File: src/rtl/rr_arbiter4.sv
// Four-way round-robin arbiter with a bounded hold time.
// A registered 2-bit winner index drives a one-hot grant. A holder that reaches
// HOLD_MAX consecutive cycles is revoked and locked out until it drops its request.
// Every grant is followed by one idle cycle before the next grant can be issued.
module rr_arbiter4 #(
  parameter int unsigned HOLD_MAX = 16  // 0 = unlimited hold, 1..255 = cycle bound
) (
  input  logic       clk,
  input  logic       rst,
  input  logic [3:0] req,
  output logic [3:0] gnt,
  output logic [1:0] gnt_id,
  output logic       gnt_valid,
  output logic       timeout
);

  typedef enum logic {
    IDLE  = 1'b0,
    GRANT = 1'b1
  } state_t;

  // A holder is revoked at the edge where its hold counter reads HOLD_MAX-1,
  // which leaves the grant visible for exactly HOLD_MAX cycles.
  localparam bit         HOLD_EN   = (HOLD_MAX != 0);
  localparam logic [7:0] HOLD_LAST = HOLD_EN ? 8'(HOLD_MAX - 1) : 8'hFF;

  state_t     state_q, state_d;
  logic [1:0] ptr_q, ptr_d;
  logic [1:0] gnt_id_q, gnt_id_d;
  logic [7:0] hold_cnt_q, hold_cnt_d;
  logic [3:0] lock_q, lock_d;
  logic       timeout_q, timeout_d;

  logic [3:0] elig;
  logic [3:0] elig_rot;  // elig_rot[k] = elig[ptr + k], so bit 0 has top priority
  logic [1:0] winner;
  logic       found;

  assign elig = req & ~lock_q;

  genvar gi;
  generate
    for (gi = 0; gi < 4; gi++) begin : g_rot
      assign elig_rot[gi] = elig[ptr_q + 2'(gi)];
    end
  endgenerate

  // Pick the first eligible requester in search order ptr, ptr+1, ptr+2, ptr+3.
  always_comb begin
    winner = ptr_q;
    found  = 1'b0;
    for (int k = 3; k >= 0; k--) begin
      if (elig_rot[k]) begin
        winner = ptr_q + 2'(k);
        found  = 1'b1;
      end
    end
  end

  // Next-state logic: issue from IDLE, then release / revoke / count in GRANT.
  always_comb begin
    state_d    = state_q;
    ptr_d      = ptr_q;
    gnt_id_d   = gnt_id_q;
    hold_cnt_d = hold_cnt_q;
    timeout_d  = 1'b0;
    // A requester that withdraws is always forgiven; revoke only sets bits whose
    // request is still high, so it never collides with this clear.
    lock_d     = lock_q & req;
    case (state_q)
      IDLE: begin
        if (found) begin
          gnt_id_d   = winner;
          hold_cnt_d = 8'd0;
          ptr_d      = winner + 2'd1;
          state_d    = GRANT;
        end
      end
      GRANT: begin
        if (!req[gnt_id_q]) begin
          state_d = IDLE;
        end else if (HOLD_EN && (hold_cnt_q == HOLD_LAST)) begin
          state_d          = IDLE;
          timeout_d        = 1'b1;
          lock_d[gnt_id_q] = 1'b1;
        end else if (hold_cnt_q != 8'hFF) begin
          hold_cnt_d = hold_cnt_q + 8'd1;
        end
      end
      default: state_d = IDLE;
    endcase
  end

  // State register with synchronous reset taking priority over everything.
  always_ff @(posedge clk) begin
    if (rst) begin
      state_q    <= IDLE;
      ptr_q      <= 2'd0;
      gnt_id_q   <= 2'd0;
      hold_cnt_q <= 8'd0;
      lock_q     <= 4'd0;
      timeout_q  <= 1'b0;
    end else begin
      state_q    <= state_d;
      ptr_q      <= ptr_d;
      gnt_id_q   <= gnt_id_d;
      hold_cnt_q <= hold_cnt_d;
      lock_q     <= lock_d;
      timeout_q  <= timeout_d;
    end
  end

  assign gnt_valid = (state_q == GRANT);
  assign gnt_id    = gnt_id_q;
  assign timeout   = timeout_q;
  assign gnt       = gnt_valid ? (4'b0001 << gnt_id_q) : 4'b0000;

endmodule

File: config.mk
export PLATFORM = sky130hd
export DESIGN_NAME = rr_arbiter4
export DESIGN_NICKNAME = d
export VERILOG_FILES = /design/src/rtl/rr_arbiter4.sv
export SDC_FILE = /design/constraint.sdc
export NUM_CORES = 1
export LEC_CHECK = 0
export ABC_AREA = 1
export BUFFER_PORTS_ARGS = -buffer_cell sky130_fd_sc_hd__buf_2
export CAP_MARGIN = 40
export CORE_MARGIN = 4
export CORE_UTILIZATION = 31
export DETAILED_ROUTE_END_ITERATION = 16
export PLACE_DENSITY_LB_ADDON = 0.2
export SYNTH_ARGS = -nofsm -noshare
export SYNTH_HDL_FRONTEND = slang
export SYNTH_SLANG_ARGS = --single-unit
File: constraint.sdc
create_clock -name clk -period 2.2 [get_ports clk]
set_input_delay 0 -clock clk [delete_from_list [all_inputs] [get_ports clk]]
set_output_delay 0 -clock clk [all_outputs]
set_load 0.02 [all_outputs]
# Word-level counts from Yosys, hierarchy flattened
# Cells that the tools add are included.
[word_totals] latchBits=0 inputBits=6 elab_cells=68 register_bits=18 ramBits=0 memories=0 mem_bits_ro=0 out_inout_bits=8
[op_classes] n_mul=0 n_shift=1 order_cmp=6 n_addsub=5 n_reduce_logical=4 bitwise=6 eq_ne=6 muxes=34 div=0
[op_table] op="8-bit 2-to-1 mux" n=4
[op_table] op="4-bit 2-to-1 mux" n=4
[op_table] op="8-bit one-hot mux with 2 select lines" n=1
[op_table] op="2-bit by 3-bit less-than comparator with 1-bit output, second input constant" n=5
[op_table] op="1-bit 2-to-1 mux" n=14
[op_table] op="1-bit binary-select mux with 2-bit select" n=5
[op_table] op="8-bit by 1-bit adder with 8-bit output, second input constant" n=1
[op_table] op="4-bit bitwise AND" n=2
[op_table] op="8-bit by 4-bit equality test with 1-bit output, second input constant" n=1
[op_table] op="2-bit 2-to-1 mux" n=4
[op_table] op="8-bit != test, second input constant" n=1
[op_table] op="2-bit by 1-bit adder with 2-bit output, second input constant" n=2
[op_table] op="2-bit adder, second input constant" n=2
[op_table] op="2-bit by 1-bit != test with 1-bit output, second input constant" n=2
[op_table] op="2-bit != test, second input constant" n=2
[op_table] op="4-bit NOT" n=1
[op_table] op="4-bit bitwise OR" n=1
[op_table] op="4-bit AND reduction" n=1
[op_table] op="1-bit by 2-bit << shifter with 4-bit output, first input constant" n=1
[op_table] op="3-bit OR reduction" n=1
[op_table] op="1-bit demux with 2-bit select" n=1
[op_table] op="2-bit by 1-bit greater-or-equal comparator with 1-bit output, second input constant" n=1
[op_table] op="1-bit NOT" n=2
[op_table] op="1-bit one-hot mux with 2 select lines" n=1
[op_table] op="other kinds (2)" n=2

# Logic depth before layout (Yosys ltp)
# Gate-level depths: netlist (run 1).
[depth] word_depth=10 depth_mapped=15 ltp_nobuf=14

# Least setup slack after synthesis (run 1)
# OpenSTA, ideal clock, no wires.
[synth_path] path_type="register to register" startpoint="register gnt_id_q[0] (netlist: gnt_id[0])" endpoint="register lock_q[3]" stages_incl_launch_ff=5 arrival_ns=1.426 period_less_slack_ns=1.496 n_path_buf=0 path_slack_ns=0.704 required_ns=2.129 setup_time_ns=0.071 path_cell_list="dfxtp_1 -> inv_1 -> nor3_1 -> nand2_1 -> a21oi_1"
[synth_via] elab_chain_cells=8 elab_cells_between_ends=11 cone_classes="2 x order compare; 7 x mux; 1 x bitwise; 1 x reduce/logical"
[synth_lines] element="from (decl)" line_no="29" rtl="logic [1:0] gnt_id_q, gnt_id_d;"
[synth_lines] element="from (signal assigned)" line_no="106" rtl="gnt_id_q <= gnt_id_d;"
[synth_lines] element="2-bit by 3-bit less-than comparator with 1-bit output (not written as such) or 2-bit by 1-bit greater-or-equal comparator with 1-bit output (tied branches)" line_no="85" rtl="lock_d[gnt_id_q] = 1'b1;"
[synth_lines] element="1-bit logical AND (not written as such)" line_no="85"
[synth_lines] element="1-bit 2-to-1 mux (not written as such)" line_no="85"
[synth_lines] element="1-bit demux with 2-bit select" line_no="85"
[synth_lines] element="4-bit bitwise OR (no line)"
[synth_lines] element="4-bit 2-to-1 mux" line_no="82" rtl="end else if (HOLD_EN && (hold_cnt_q == HOLD_LAST)) begin"
[synth_lines] element="4-bit 2-to-1 mux (*)" line_no="80" rtl="if (!req[gnt_id_q]) begin"
[synth_lines] element="4-bit 2-to-1 mux (*)" line_no="70" rtl="case (state_q)"
[synth_lines] element="to (signal assigned)" line_no="108" rtl="lock_q <= lock_d;"
[synth_lines] element="to (decl)" line_no="31" rtl="logic [3:0] lock_q, lock_d;"
# Mark *: on every way between the ends. The rest lies on a longest branch, timed or not. The select of a mux whose other input is x is not followed.
# A chain may end at the register's enable or synchronous reset.

# Final worst setup path (run 1)
[layout_path] startpoint="register hold_cnt_q[0]" endpoint="register hold_cnt_q[0]"
[layout_via] elab_chain_cells=5 elab_cells_between_ends=10 cone_classes="1 x add/sub; 4 x eq/ne; 4 x mux; 1 x reduce/logical"
[layout_lines] element="from (decl)" line_no="30" rtl="logic [7:0] hold_cnt_q, hold_cnt_d;"
[layout_lines] element="from (signal assigned)" line_no="107" rtl="hold_cnt_q <= hold_cnt_d;"
[layout_lines] element="8-bit by 1-bit adder with 8-bit output" line_no="87" rtl="hold_cnt_d = hold_cnt_q + 8'd1;"
[layout_lines] element="8-bit 2-to-1 mux" line_no="86" rtl="end else if (hold_cnt_q != 8'hFF) begin"
[layout_lines] element="8-bit 2-to-1 mux" line_no="82"
[layout_lines] element="8-bit 2-to-1 mux" line_no="80"
[layout_lines] element="8-bit one-hot mux with 2 select lines" line_no="70"
# Parallel ways exist; a longest one is shown, timed or not. The select of a mux whose other input is x is not followed.

==> results.txt, run 1 <==
----------------------------------------------------
[Global routing]
  Wire length of the first global-routing pass ... ~4500 µm
  Total routing usage reported by global routing ... roughly 12%
  Total grt overflow ... 0
  Antenna violations before repair ... 0
  Via count of the first global-routing pass ... 1,025
  Maximum number of pins on one net before global-route repair ... 14

[Setup path]
  Critical path arrival ... roughly 1.8 ns
  Kind of capture point of the worst setup path ... register
  Slowest cell on the critical path ... dfxtp_1
  Critical path's top delay family ... simple AND/OR/NAND/NOR gates
  Library cell appearing most often on the critical path ... nand2_1
  Delay of the slowest cell on the worst path ... roughly 0.4 ns
  Levels on crit path ... 10
  Path type of the worst setup path ... register to register
  Largest fanout on the critical path ... 9
  RR Startpoint ... hold_cnt_q[0]
  Cell Chain, Critical Path ... ha_1 > nand2_1 > nor2_2 > nand3_1 > nand2_1 > nand2_2 > nand2_8 > inv_4 > nand2_1 > nor3b_2
  Worst R2R Path Depth ... 10
  Type of element launching the critical path ... register
  Critical path buffers and inverters ... 1
  Data required, critical path ... 2.38 ns
  Startpoint of the worst setup timing path ... hold_cnt_q[0]

[Timing]
  Setup repair after global routing missed its margin ... no
  Final setup skew ... approximately 0.0034 ns
  Final Max Tran Viols ... 0
  Hold Fails Final Rpt ... 0
  Final setup slack of the worst path ... 0.6041 ns
  Final setup viols ... 0
  Share of the cycle needed by the critical path after routing ... slightly above 70%
  Max Clk Rate ... 626.6 MHz
  Hold slack final ... roughly 0.043 ns
  Slew HR ... about 80%
  Fin crit period ... about 1.6 ns
  Transition time at the pin with the least slew margin ... between 0.3 and 0.4 ns
  Sum of negative setup slack ... 0 ns

[Clock network]
  Number of H-tree levels ... 1
  Total CTS buffers ... 3
  Clock net sink count ... 18
  Worst skew pair latency ... ~0.25 ns
  Clock Tree Root ... clkbuf_8
  CTS hold repair buffers ... 0
  Clk buf depth ... 2
  TritonCTS clock tree ... done
  Clock transition time at the flip-flop clock pins of the worst setup and hold paths ... around 0.070 ns
  Post-CTS sizing ... 0
  Post CTS Setup Buffer Count ... 0

[Die]
  Vert. Die Dim ... roughly 69 µm
  # IOs ... 14
  Effective utilization at floorplan ... 33.19%
  Rows ... 21
  Area inside the core boundary ... 3442 µm²
  Die Wd ... a little under 70 µm
  Die Area ... ~4700 µm²

[Yosys]
  Fraction of synthesized cell area taken by the top area cell type ... a little under a third
  Average cell area after synthesis ... roughly 6.6 µm²
  Net count after synthesis ... between 150 and 200
  Leading post-synthesis cells by cell area ... dfxtp_1 (32%), nand2_1 (17%), nand3_1 (7.4%)
  Register bit count reported by yosys ... 18
  Leading area contributor after synthesis ... dfxtp_1
  Portion of the post-synthesis area used by sequential elements ... between 30% and 40%
  Synthesized area ... between 1000 and 1500 µm²
  Synthesized instance count ... between 150 and 200
  Number of warnings issued by yosys ... 0
  Unique cell type count in the Yosys netlist ... 27

[Layout]
  Layout overhead on the synthesized area ... 14.24%
  Layout Nets ... a little under 200
  Multi-input combinational cell area ... 679.4 µm²
  Share of post-route cells with drive strength above 1 ... a little over a fifth
  Number of antenna cells inserted ... 0
  Area used by sequential logic in the layout ... between 300 and 400 µm²
  Layout Cell Area excl Fill ... 1305 µm²
  Layout filler cell count ... approximately 370

[Place]
  Placement-stage cell area ... between 1000 and 1500 µm²
  Post-DP HPWL ... a little over 2000 µm
  Count of input and output buffers ... 13
  Worst-case setup slack after placement ... around 0.60 ns
  RD Place Congestion ... roughly 0.8

[Detailed routing]
  Violation count after the first detailed-route iteration ... 67
  Post-detailed-route via-to-cell ratio ... between 4 and 5
  DRC violation count after routing ... 0
  Post-route antenna net violation count ... 0
  Number of vias in the routed layout ... 1,119
  Drt wl/cell ... 11.00 µm
  Overall routed net length ... 2575 µm
  First-pass iteration count of the detailed router ... 4

[Worst hold path]
  Startpoint of the most critical hold path ... req[3]
  Min-Delay Path Class ... primary input to register
  WHS Path Cells ... 3

[Pwr]
  Static leakage ... between 0.5 and 0.6 nW
  Cell Pwr Density ... around 1100 nW/µm²
  Worst supply voltage drop on vdd ... 0.4483 mV

[Job]
  Maxcap violations ... 0

[Status]
  Status ... finished, final reports clean

----------------------------------------------------
-- synth_stat cells, drive strengths merged --
master	number
dfxtp	18
nor4	1
ha	1
nor3	5
nor2	12
o21ai	6
nand2	62
a21oi	15
xor2	1
buf	1
clkbuf	1
inv	22
nand4	3
nor3b	1
nand3	20
o22ai	1
xnor2	3
-- layout by cell type (no fill, tap or decap), drive strengths merged, types with 4 or more instances in the layout --
| cell | synthesis | routed |
|---|---|---|
| nand3 | 20 | 20 |
| a21oi | 15 | 15 |
| clkbuf | 1 | 4 |
| nand2 | 62 | 62 |
| inv | 22 | 22 |
| dfxtp | 18 | 18 |
| buf | 1 | 13 |
| nor3 | 5 | 5 |
| o21ai | 6 | 6 |
| nor2 | 12 | 12 |
-- path summary, 6_finish.rpt --
check,endpoint,slack [ns]
worst max-delay path,hold_cnt_q[0],0.60
worst min-delay path,lock_q[3],0.04
worst max register to register,hold_cnt_q[0],0.60
worst min register to register,lock_q[0],0.46
-- metal layers --
| layer | vias to the layer above | track usage, % | share of wire, % |
|---|---|---|---|
| met5 | - | 0 | 0 |
| met4 | 0 | 2.920 | 0.50 |
| met3 | 2 | 3.404 | 4.5 |
| met2 | 17 | 22.05 | 50 |
| met1 | 507 | 14.38 | 45 |
| li1 | 593 | - | - |
-- registers in the layout (all words and copies together) (netlist names) --
signal      flops
hold_cnt_q      8
lock_q          4
gnt_id          2
ptr_q           2
gnt_valid       1
timeout         1
-- worst register-to-register path, stage by stage (launching register included) --
cell     delay [ns]
dfxtp_1        0.40
ha_1           0.21
nand2_1        0.09
nor2_2         0.13
nand3_1        0.13
nand2_1        0.12
nand2_2        0.09
nand2_8        0.12
inv_4          0.06
nand2_1        0.05
nor3b_2        0.13
-- power by group --
part,internal [mW],total (mW),switching (mW)
clock network,0.159,0.270,0.111
logic,0.242,0.773,0.531
registers,0.371,0.442,0.0711
-- cell type report --
type | count | share of cell area, %
clock buffers | 4 | 4.219
multi-input cells | 131 | 52.06
inverters | 22 | 6.711
repair buffers | 13 | 4.986
flip-flops and latches | 18 | 27.61
well taps | 46 | 4.410
-- metrics by stage --
| step | total power [mW] | instances | util, % |
|---|---|---|---|
| finish | 1.485 | 234 | 37.91 |
| global route | 1.628 | 234 | 37.91 |
| CTS | 1.501 | 234 | 37.91 |
| detailed placement | 1.225 | 230 | 36.31 |
| global placement | 1.223 | 230 | 36.31 |
| floorplan | 1.069 | 173 | - |
-- cell families after synthesis --
family          count (synthesis)  share of synthesized area (%)
compound gates                 22                          10.08
xor+xnor                        4                          3.067
fa+ha+maj                       1                          1.095
buf+inv                        24                          8.981
flops                          18                          31.54
simple gates                  104                          45.24
No activity file was read; power rests on OpenSTA's default activity.
==> run 2: changes to the inputs <==
==> constraint.sdc (replaced) <==
create_clock -name clk -period 1.28 [get_ports clk]
set_input_delay 0 -clock clk [delete_from_list [all_inputs] [get_ports clk]]
set_output_delay 0 -clock clk [all_outputs]
set_load 0.02 [all_outputs]
==> run 2 against run 1 <==
The flow now finishes with violations (negative setup slack). Sequential share of layout area fell by 5.4 points. Flip-flop and latch count did not move. Clock power rose by 43%. Cell count rose by 11%. Global-route usage rose by 1.2 points. Worst setup slack got worse by 0.75 ns.
==> results.txt, run 2 (synthesis gave the netlist of run 1 again) <==
----------------------------------------------------
[Status]
  Status ... finished, violations left
  Violated checks ... negative setup slack

[Clock network]
  TritonCTS clock tree ... done
  Number of H-tree levels ... 1
  Worst skew pair latency ... around 0.25 ns
  Clock transition time at the flip-flop clock pins of the worst setup and hold paths ... roughly 0.070 ns
  CTS hold repair buffers ... 0
  Clock Tree Root ... clkbuf_8
  Clock net sink count ... 18
  Clk buf depth ... 2
  Total CTS buffers ... 3

[Setup path]
  Critical path arrival ... 1.55 ns
  R2r endpoint ... hold_cnt_q[6]
  Kind of capture point of the worst setup path ... register
  Worst R2R Path Depth ... 8
  Flop-to-flop setup slack ... -0.14 ns
  Data required, critical path ... 1.40 ns
  Largest fanout on the critical path ... 6
  Type of element launching the critical path ... register
  RR Startpoint ... hold_cnt_q[1]
  Path type of the worst setup path ... register to register

[Timing]
  Final setup slack of the worst path ... -0.1420 ns
  Hold slack final ... roughly 0.044 ns
  Final setup skew ... around 0.0035 ns
  Slew HR ... between 70% and 80%
  Setup repair after global routing missed its margin ... yes
  Transition time at the pin with the least slew margin ... about 0.34 ns
  Final Max Tran Viols ... 0
  Share of the cycle needed by the critical path after routing ... 111.1%
  Final setup viols ... 12
  Fin crit period ... between 1 and 1.5 ns
  Max Clk Rate ... roughly 700 MHz
  Hold Fails Final Rpt ... 0

[Place]
  Count of input and output buffers ... 13
  Worst-case setup slack after placement ... -0.2921 ns
  Inst Count DP ... about 250
  Placement-stage cell area ... between 1000 and 1500 µm²
  Post-DP HPWL ... 2320 µm
  RD Place Congestion ... 0.9315

[Pwr]
  Seq pwr share ... between 20% and 30%
  Part of the total power dissipated in the clock network ... 11.9%
  Static leakage ... ~0.72 nW
  Worst supply voltage drop on vdd ... ~0.56 mV
  Switching portion of total power ... 48.24%
  Switching power summed over all nets ... roughly 1.6 mW
  Cell Pwr Density ... roughly 1900 nW/µm²
  Internal power ... 1.688 mW
  Share of total power in combinational logic ... between 60% and 70%

[Die]
  Rows ... 21
  Vert. Die Dim ... around 70 µm
  # IOs ... 14
  Effective utilization at floorplan ... 33.19%
  Die Area ... roughly 4700 µm²
  Area inside the core boundary ... between 3000 and 4000 µm²
  Die Wd ... around 70 µm

[Layout]
  Layout Nets ... between 200 and 250
  Share of post-route cells with drive strength above 1 ... about half
  Number of antenna cells inserted ... 0
  Layout Cell Area excl Fill ... around 1700 µm²
  Largest register by flop count ... hold_cnt_q
  Most common library cell in the layout ignoring fill and taps ... nand2_1
  Layout overhead on the synthesized area ... 48.74%
  Non-filler cells, final ... 260
  Registers with the highest flip-flop counts ... hold_cnt_q (8), lock_q (4)
  Leading cell types in the layout, fill and taps excluded ... nand2_1 (40), buf_4 (27), nand3_1 (14)
  Max FFs per register ... 8

[Job]
  Maxcap violations ... 0

[Global routing]
  Antenna violations before repair ... 0
  Maximum number of pins on one net before global-route repair ... 14
  Total grt overflow ... 0
  Via count of the first global-routing pass ... 1,165
  Wire length of the first global-routing pass ... 4864 µm
  Total routing usage reported by global routing ... 13.46%

[Worst hold path]
  Startpoint of the most critical hold path ... req[3]
  End point of the most critical hold path ... lock_q[3]
  Min-Delay Path Class ... primary input to register
  WHS Path Cells ... 3

[Detailed routing]
  Post-route antenna net violation count ... 0
  Number of vias in the routed layout ... about 1.2k
  Post-detailed-route via-to-cell ratio ... between 4 and 5
  Drt wl/cell ... 12.12 µm
  Overall routed net length ... about 3200 µm
  First-pass iteration count of the detailed router ... 4
  DRC violation count after routing ... 0
  Violation count after the first detailed-route iteration ... 81

----------------------------------------------------
## run 2: changes by cell type in the layout (fill, tap and decap cells not counted), moves of 4 or more
| cell | before | now |
|---|---|---|
| a21oi_1 | 15 | 8 |
| a21oi_2 | 0 | 7 |
| buf_4 | 0 | 27 |
| dfxtp_1 | 18 | 10 |
| dfxtp_2 | 0 | 5 |
| inv_1 | 17 | 13 |
| inv_2 | 3 | 7 |
| nand2_1 | 53 | 40 |
| nand2_2 | 6 | 13 |
| nand2_4 | 2 | 8 |
| nor3_1 | 5 | 1 |
| nor3_2 | 0 | 4 |
## run 2: worst max path at each step
stage / end / from / slack (ns)
2_1_floorplan: hold_cnt_q[0] / ptr_q[0] / -0.05
3_3_place_gp: ptr_q[1] / ptr_q[0] / -0.25
3_5_place_dp: ptr_q[1] / ptr_q[0] / -0.29
4_1_cts: hold_cnt_q[0] / ptr_q[0] / -0.11
5_1_grt: gnt_id[0] / ptr_q[0] / -0.24
6_report: hold_cnt_q[6] / hold_cnt_q[1] / -0.14
## run 2: final cells by class
| type | count | area, µm² |
|---|---|---|
| fillers | 335 | 1743 |
| repair buffers | 39 | 262.8 |
| flip-flops and latches | 18 | 377.9 |
| multi-input cells | 132 | 864.6 |
| inverters | 22 | 95.09 |
| well taps | 46 | 57.56 |
| clock buffers | 3 | 41.29 |
## run 2: power groups by stage
stage	Clock [mW]	Combinational [mW]	Sequential, mW
floorplan	0	1.13	0.803
global placement	0	1.69	0.760
detailed placement	0	1.73	0.767
CTS	0.412	1.84	0.768
global route	0.423	2.26	0.803
finish	0.387	2.09	0.787
## run 2: timing repair
action	4_1_cts	5_1_grt
gates resized for setup	12	30
endpoints found under the hold margin	0	0
endpoints found under the setup margin	21	18
gates cloned	0	1
pin swaps	5	6
buffers inserted	1	2
## run 2: metal layers
layer	vias up	share of wire, %	global-route usage, %
li1	645	-	-
met1	579	47	17.17
met2	16	49	23.48
met3	0	4.0	2.431
met4	0	0	2.920
met5	-	0	0
## run 2: per-stage QoR
stage / utilization (%) / power, mW / TNS, ns
2_1_floorplan: - / 1.933 / -0.2988
3_3_place_gp: 43.44 / 2.451 / -2.147
3_5_place_dp: 43.44 / 2.497 / -2.966
4_1_cts: 45.69 / 3.016 / -0.9463
5_1_grt: 49.36 / 3.485 / -2.738
6_report: 49.36 / 3.262 / -1.195
## run 2: worst max-delay path, cell delays in order, from the launching register on
cell and delay (ns):
dfxtp_2 0.35, ha_4 0.16, nand4_1 0.17, o21ai_4 0.25
nand2_8 0.10, nand2_8 0.10, inv_8 0.05, nand3_1 0.06
a21oi_1 0.07
